### src/rtl/multicycle_controller.sv
// rtl/multicycle_controller.sv - Moore control FSM for the multi-cycle RV32I datapath
module multicycle_controller (
    input  logic        clk,
    input  logic        rst,
    input  logic [31:0] instr,
    input  logic        zero,
    output logic        pc_write,
    output logic        adr_src,
    output logic        mem_write,
    output logic        ir_write,
    output logic        reg_write,
    output logic [1:0]  result_src,
    output logic [1:0]  alu_src_a,
    output logic [1:0]  alu_src_b,
    output logic [2:0]  alu_control,
    output logic [2:0]  imm_src,
    output logic        illegal,
    output logic [3:0]  state
);

    localparam logic [3:0] S_FETCH    = 4'd0;
    localparam logic [3:0] S_DECODE   = 4'd1;
    localparam logic [3:0] S_MEMADR   = 4'd2;
    localparam logic [3:0] S_MEMREAD  = 4'd3;
    localparam logic [3:0] S_MEMWB    = 4'd4;
    localparam logic [3:0] S_MEMWRITE = 4'd5;
    localparam logic [3:0] S_EXECR    = 4'd6;
    localparam logic [3:0] S_EXECI    = 4'd7;
    localparam logic [3:0] S_ALUWB    = 4'd8;
    localparam logic [3:0] S_BRANCH   = 4'd9;
    localparam logic [3:0] S_JAL      = 4'd10;
    localparam logic [3:0] S_JALR     = 4'd11;
    localparam logic [3:0] S_JALRWB   = 4'd12;
    localparam logic [3:0] S_LUI      = 4'd13;
    localparam logic [3:0] S_ILLEGAL  = 4'd14;

    localparam logic [2:0] ALU_ADD  = 3'b000;
    localparam logic [2:0] ALU_SUB  = 3'b001;
    localparam logic [2:0] ALU_AND  = 3'b010;
    localparam logic [2:0] ALU_OR   = 3'b011;
    localparam logic [2:0] ALU_XOR  = 3'b100;
    localparam logic [2:0] ALU_SLT  = 3'b101;
    localparam logic [2:0] ALU_SLTU = 3'b110;

    logic [3:0] state_q;
    logic [3:0] state_d;
    logic [6:0] opcode;
    logic [2:0] funct3;
    logic       funct7b5;
    logic       unused_instr_bits;

    assign opcode            = instr[6:0];
    assign funct3            = instr[14:12];
    assign funct7b5          = instr[30];
    assign unused_instr_bits = ^{instr[31], instr[29:15], instr[11:7]};

    logic is_load, is_store, is_rtype, is_itype, is_branch, is_jal, is_jalr, is_lui;
    logic bad_funct3;

    assign is_load   = (opcode == 7'b0000011);
    assign is_store  = (opcode == 7'b0100011);
    assign is_rtype  = (opcode == 7'b0110011);
    assign is_itype  = (opcode == 7'b0010011);
    assign is_branch = (opcode == 7'b1100011);
    assign is_jal    = (opcode == 7'b1101111);
    assign is_jalr   = (opcode == 7'b1100111);
    assign is_lui    = (opcode == 7'b0110111);

    // Shifts, unsupported branch compares and non-word memory accesses are trapped in DECODE.
    assign bad_funct3 = ((is_rtype || is_itype) && (funct3 == 3'b001 || funct3 == 3'b101))
                     || (is_branch && !(funct3 == 3'b000 || funct3 == 3'b001 ||
                                        funct3 == 3'b100 || funct3 == 3'b101))
                     || ((is_load || is_store) && funct3 != 3'b010);

    function automatic logic [2:0] alu_from_funct3(input logic [2:0] f3, input logic sub);
        case (f3)
            3'b000:  alu_from_funct3 = sub ? ALU_SUB : ALU_ADD;
            3'b111:  alu_from_funct3 = ALU_AND;
            3'b110:  alu_from_funct3 = ALU_OR;
            3'b100:  alu_from_funct3 = ALU_XOR;
            3'b010:  alu_from_funct3 = ALU_SLT;
            3'b011:  alu_from_funct3 = ALU_SLTU;
            default: alu_from_funct3 = ALU_ADD;
        endcase
    endfunction

    always_comb begin
        imm_src = 3'b000;
        if (is_store)       imm_src = 3'b001;
        else if (is_branch) imm_src = 3'b010;
        else if (is_jal)    imm_src = 3'b011;
        else if (is_lui)    imm_src = 3'b100;
    end

    logic pc_write_s, mem_write_s, ir_write_s, reg_write_s, branch_taken;

    // blt/bge use slt, so a nonzero (less-than) result means zero=0.
    always_comb begin
        case (funct3)
            3'b000:  branch_taken = zero;
            3'b001:  branch_taken = !zero;
            3'b100:  branch_taken = !zero;
            3'b101:  branch_taken = zero;
            default: branch_taken = 1'b0;
        endcase
    end

    always_comb begin
        pc_write_s  = 1'b0;
        adr_src     = 1'b0;
        mem_write_s = 1'b0;
        ir_write_s  = 1'b0;
        reg_write_s = 1'b0;
        result_src  = 2'b00;
        alu_src_a   = 2'b00;
        alu_src_b   = 2'b00;
        alu_control = ALU_ADD;
        state_d     = S_FETCH;
        case (state_q)
            S_FETCH: begin
                ir_write_s = 1'b1;
                alu_src_b  = 2'b10;
                result_src = 2'b10;
                pc_write_s = 1'b1;
                state_d    = S_DECODE;
            end
            S_DECODE: begin
                alu_src_a = 2'b01;
                alu_src_b = 2'b01;
                if (bad_funct3)                state_d = S_ILLEGAL;
                else if (is_load || is_store)  state_d = S_MEMADR;
                else if (is_rtype)             state_d = S_EXECR;
                else if (is_itype)             state_d = S_EXECI;
                else if (is_branch)            state_d = S_BRANCH;
                else if (is_jal)               state_d = S_JAL;
                else if (is_jalr)              state_d = S_JALR;
                else if (is_lui)               state_d = S_LUI;
                else                           state_d = S_ILLEGAL;
            end
            S_MEMADR: begin
                alu_src_a = 2'b10;
                alu_src_b = 2'b01;
                state_d   = is_load ? S_MEMREAD : S_MEMWRITE;
            end
            S_MEMREAD: begin
                adr_src = 1'b1;
                state_d = S_MEMWB;
            end
            S_MEMWB: begin
                result_src  = 2'b01;
                reg_write_s = 1'b1;
            end
            S_MEMWRITE: begin
                adr_src     = 1'b1;
                mem_write_s = 1'b1;
            end
            S_EXECR: begin
                alu_src_a   = 2'b10;
                alu_control = alu_from_funct3(funct3, funct7b5);
                state_d     = S_ALUWB;
            end
            S_EXECI: begin
                alu_src_a   = 2'b10;
                alu_src_b   = 2'b01;
                alu_control = alu_from_funct3(funct3, 1'b0);
                state_d     = S_ALUWB;
            end
            S_ALUWB: reg_write_s = 1'b1;
            S_BRANCH: begin
                alu_src_a   = 2'b10;
                alu_control = funct3[2] ? ALU_SLT : ALU_SUB;
                pc_write_s  = branch_taken;
            end
            S_JAL: begin
                alu_src_a  = 2'b01;
                alu_src_b  = 2'b10;
                pc_write_s = 1'b1;
                state_d    = S_ALUWB;
            end
            S_JALR: begin
                alu_src_a  = 2'b10;
                alu_src_b  = 2'b01;
                result_src = 2'b10;
                pc_write_s = 1'b1;
                state_d    = S_JALRWB;
            end
            S_JALRWB: begin
                alu_src_a   = 2'b01;
                alu_src_b   = 2'b10;
                result_src  = 2'b10;
                reg_write_s = 1'b1;
            end
            S_LUI: begin
                alu_src_a = 2'b11;
                alu_src_b = 2'b01;
                state_d   = S_ALUWB;
            end
            default: state_d = S_ILLEGAL;
        endcase
    end

    // Reset suppresses every write in the cycle it is asserted, so an abandoned instruction never half-commits.
    assign pc_write  = pc_write_s  & ~rst;
    assign mem_write = mem_write_s & ~rst;
    assign ir_write  = ir_write_s  & ~rst;
    assign reg_write = reg_write_s & ~rst;
    assign illegal   = (state_q == S_ILLEGAL) & ~rst;
    assign state     = state_q;

    always_ff @(posedge clk) begin
        if (rst) state_q <= S_FETCH;
        else     state_q <= state_d;
    end

endmodule

### config.mk
export PLATFORM = sky130hd
export DESIGN_NAME = multicycle_controller
export DESIGN_NICKNAME = d
export VERILOG_FILES = /design/src/rtl/multicycle_controller.sv
export SDC_FILE = /design/constraint.sdc
export NUM_CORES = 1
export LEC_CHECK = 0
export ABC_CLOCK_PERIOD_IN_PS = 1800
export BUFFER_PORTS_ARGS = -buffer_cell sky130_fd_sc_hd__buf_2
export CAP_MARGIN = 20
export CELL_PAD_IN_SITES_DETAIL_PLACEMENT = 0
export CELL_PAD_IN_SITES_GLOBAL_PLACEMENT = 1
export CORE_MARGIN = 2
export CORE_UTILIZATION = 25
export CTS_BUF_LIST = sky130_fd_sc_hd__clkbuf_16
export CTS_CLUSTER_DIAMETER = 100
export DETAILED_ROUTE_END_ITERATION = 6
export PLACE_DENSITY = 0.9
export SYNTH_ARGS = -nofsm -noshare
export SYNTH_HDL_FRONTEND = slang
export SYNTH_SLANG_ARGS = --single-unit
export TNS_END_PERCENT = 5
### constraint.sdc
create_clock -name clk -period 1.8 [get_ports clk]
set_clock_uncertainty 0.2 [all_clocks]
set_input_delay 0.18 -clock clk [delete_from_list [all_inputs] [get_ports clk]]
set_output_delay 0.18 -clock clk [all_outputs]
set_load 0.01 [all_outputs]
==> results.py <==
metrics = {
    "logic_synthesis": {
        "mappedNetlistNets": 146,
        "yosysTopAreaCellShare": 0.1049,
        "post-synth-top-area-cell": "sky130_fd_sc_hd__dfxtp_1",
        "largest_family_of_logic_cells_by_synthesized_area": "simple AND/OR/NAND/NOR gates",
        "synth.area.mux_share": 0,
        "yosysWarnings": 0,
        "synth-simple-area-share": 0.4492,
        "synth_fa_ha_area_frac": 0,
        "async_reset_ff_frac": 0,
        "synth_edf_count": 0,
        "syn-instance-count": 111,
        "postSynthAreaPerCell_um2": 6.876,
        "synth.distinct_cells": 44,
        "yosys-top-cells-area": "sky130_fd_sc_hd__dfxtp_1 10%, sky130_fd_sc_hd__a21oi_1 6.6%, sky130_fd_sc_hd__nor2_1 5.9%, sky130_fd_sc_hd__nor3_1 4.6%, sky130_fd_sc_hd__xnor2_1 4.6%",
        "ys_ff_latch": 4,
        "syn-cell-area_um2": 763.2,
        "synth_sequential_area_ratio": 0.1049,
        "synth-compound-area-share": 0.2902,
        "ys.flop_type": "sky130_fd_sc_hd__dfxtp_1",
        "synthXorXnorAreaFrac": 0.06885,
    },
    "setup_path": {
        "r2r_end": "state[3]",
        "critPathSlowestCell": "sky130_fd_sc_hd__dfxtp_4",
        "worstRegToRegCells": 6,
        "crit_chain": "nand4bb_4 > o32a_1 > nor2_1 > buf_2",
        "r2r_start": "state[1]",
        "worst-path-max-fanout": 12,
        "timing.critical_path.from_type": "register",
        "reg2reg_slack_ns": 0.14,
        "worst_path_largest_cell_delay_ns": 0.37,
        "timing.critical_path.arrival_ns": 1.36,
        "setup.worst_path.end_class": "primary output",
        "required_ns": 1.42,
        "path_class": "reg2out",
    },
    "routing": {
        "detail-route-antenna-nets": 0,
        "wl_mm": 2.278,
        "routed_wire_length_per_instance_um": 12.45,
        "drcViolationCount": 0,
        "detailedRoute.firstIterationViolations": 34,
        "drt_pass1_iterations": 4,
        "route.detailed.vias_per_inst": 5.120,
        "detailroute.via_count": 937,
    },
    "power": {
        "power_density_nw_per_um2": 1204,
        "internal_power_mw": 0.8177,
        "power.ir.vdd_worst_mv": 0.3429,
        "combPwrFrac": 0.593,
        "fin_total_pwr_mw": 1.370,
        "clock_power_share": 0.255,
        "power_frac_seq": 0.152,
        "static-leakage-power_nw": 0.5056,
        "switchingPower_mw": 0.5522,
        "netSwitchingFraction": 0.4031,
    },
    "finish": {
        "count_of_fill_cells_added_during_filler_insertion": 332,
        "flip_flop_and_latch_area_um2": 90.09,
        "layout-drive-gt1-share": 0.4267,
        "mostFrequentLayoutCell": "sky130_fd_sc_hd__buf_2",
        "fin_area_um2": 1137,
        "multi_input_comb_area_um2": 645.6,
        "finish.net_count": 187,
        "largest_register_ff_count": 4,
        "area.growth.synth_to_final_pct": 49.02,
        "total_inserted_antenna_cells": 0,
        "layout.cells.most_common_list": "35 x sky130_fd_sc_hd__buf_2, 11 x sky130_fd_sc_hd__nor2_1, 11 x sky130_fd_sc_hd__buf_4",
    },
    "floorplan": {
        "floorplan.initialDensity": 0.2563,
        "floorplan.die.width_um": 59.26,
        "i_o_pin_count": 57,
        "floorplan.rows": 20,
        "die_area_um2": 3511,
        "fp.coreArea_um2": 2978,
        "fp.dieH_um": 59.26,
    },
    "clocking": {
        "cts_root_buf": "sky130_fd_sc_hd__clkbuf_16",
        "clock_path_buffers": 2,
        "worstSkewPairLatency_ns": 0.23,
        "cts_made_buffers": 3,
        "clock_sink_count": 4,
        "tritoncts": "yes",
        "cts_hold_buffers": 0,
        "cts_max_level": 1,
        "worst_path_clk_slew_ns": 0.03,
    },
    "sta": {
        "timing_hold_violations_final": 0,
        "grt_setup_unrepaired": "yes",
        "setup-violations-final": 0,
        "final_period_minus_worst_setup_slack_ns": 1.741,
        "part_of_the_cycle_the_worst_path_needs": 0.9670,
        "max_slew.worst_pin.slew_ns": 0.3241,
        "finalMaxSlewViolations": 0,
        "fmax_ghz": 0.5745,
        "timing.hold.ws_ns": 0.05359,
        "finalWorstSetupSlack_ns": 0.05940,
        "slew-limit-headroom": 0.7812,
    },
    "global_routing": {
        "global_route_wire_length_before_repair_mm": 3.719,
        "largest_net_degree_at_the_start_of_global_routing": 15,
        "overflow": 0,
        "grt.total_usage": 0.1358,
        "vias_in_the_first_global_route": 842,
        "antenna_violations_before_repair": 0,
    },
    "placement": {
        "dp_hpwl_mm": 1.663,
        "port-buffer-count": 35,
        "placed_cell_area_um2": 993.5,
        "post_place_setup_slack_ns": 0.1004,
        "gp_congestion": 0.8454,
    },
    "min_path": {
        "worstHoldStart": "rst",
        "hold-path-endpoint": "state[3]",
        "min-delay-path-class": "in2reg",
        "hold_path_depth": 2,
    },
    "job": {
        "max_cap_viol_count": 0,
    },
    "outcome": {
        "outcome": "finished clean",
    },
}
-- how the worst max path moves through the flow --
stage | endpoint | slack [ns] | start | cells after the start
after floorplan | alu_control[2] | 0.18 | state[1] | 6
after global placement | pc_write | 0.13 | state[1] | 4
after detailed placement | pc_write | 0.10 | state[1] | 4
after CTS | pc_write | 0.02 | state[1] | 4
after global routing | pc_write | -0.03 | state[2] | 4
final | pc_write | 0.06 | state[2] | 4
-- cells by family after synthesis --
kind of cell | count (synthesis)
XOR/XNOR | 6
buffers and inverters | 13
AND/OR/NAND/NOR | 56
AO/OA/AOI/OAI | 32
flip-flops | 4
-- timing repair --
action / CTS / global route
pin swaps: 0 / 3
resized for setup: 6 / 4
setup endpoints to repair: 7 / 2
setup buffers: 3 / 1
-- per-stage QoR --
stage,utilization,instances,TNS [ns]
after global placement,0.3336,176,0
final,0.3819,183,0
after global routing,0.3819,183,-0.02814
after floorplan,-,111,0
after CTS,0.3744,182,0
after detailed placement,0.3336,176,0
-- layout make-up --
class,instances,area share
flip-flops and latches,4,0.07921
multi-input cells,94,0.5677
inverters,2,0.006601
clock buffers,3,0.06601
well taps,33,0.03630
repair buffers,47,0.2442
-- per-layer routing --
metal / routed length (um) / global-route usage / vias up
met1: 1104 / 0.1702 / 418
li1: - / - / 490
met5: 0 / 0 / -
met3: 103 / 0.02183 / 3
met4: 27 / 0.05844 / 0
met2: 1043 / 0.2276 / 26
-- Yosys cell counts, drive strengths merged (2+ instances only) --
library cell	count
nor4	3
o22ai	2
and3	3
nand4b	2
xor2	2
inv	2
nor3	7
a22o	2
buf	6
clkbuf	5
nor2b	3
xnor2	4
nand3b	2
nor2	12
nand2b	4
o211ai	2
a21oi	10
or4b	2
nand3	2
nand4bb	2
o31ai	2
dfxtp	4
nand2	8
o21ai	3
or2	3
-- power groups by stage --
stage	clock network (mW)	logic (mW)	registers [mW]
6_report	0.350	0.812	0.208
5_1_grt	0.359	0.905	0.214
4_1_cts	0.352	0.803	0.198
3_5_place_dp	0	0.760	0.190
3_3_place_gp	0	0.754	0.188
2_1_floorplan	0	0.531	0.143
-- worst max-delay path: cells and delay by family, from the launching register on --
family | cells | cell delay, ns
buf+inv | 1 | 0.13
flops | 1 | 0.37
simple gates | 2 | 0.33
compound gates | 1 | 0.29
(Power assumes the default switching activity.)
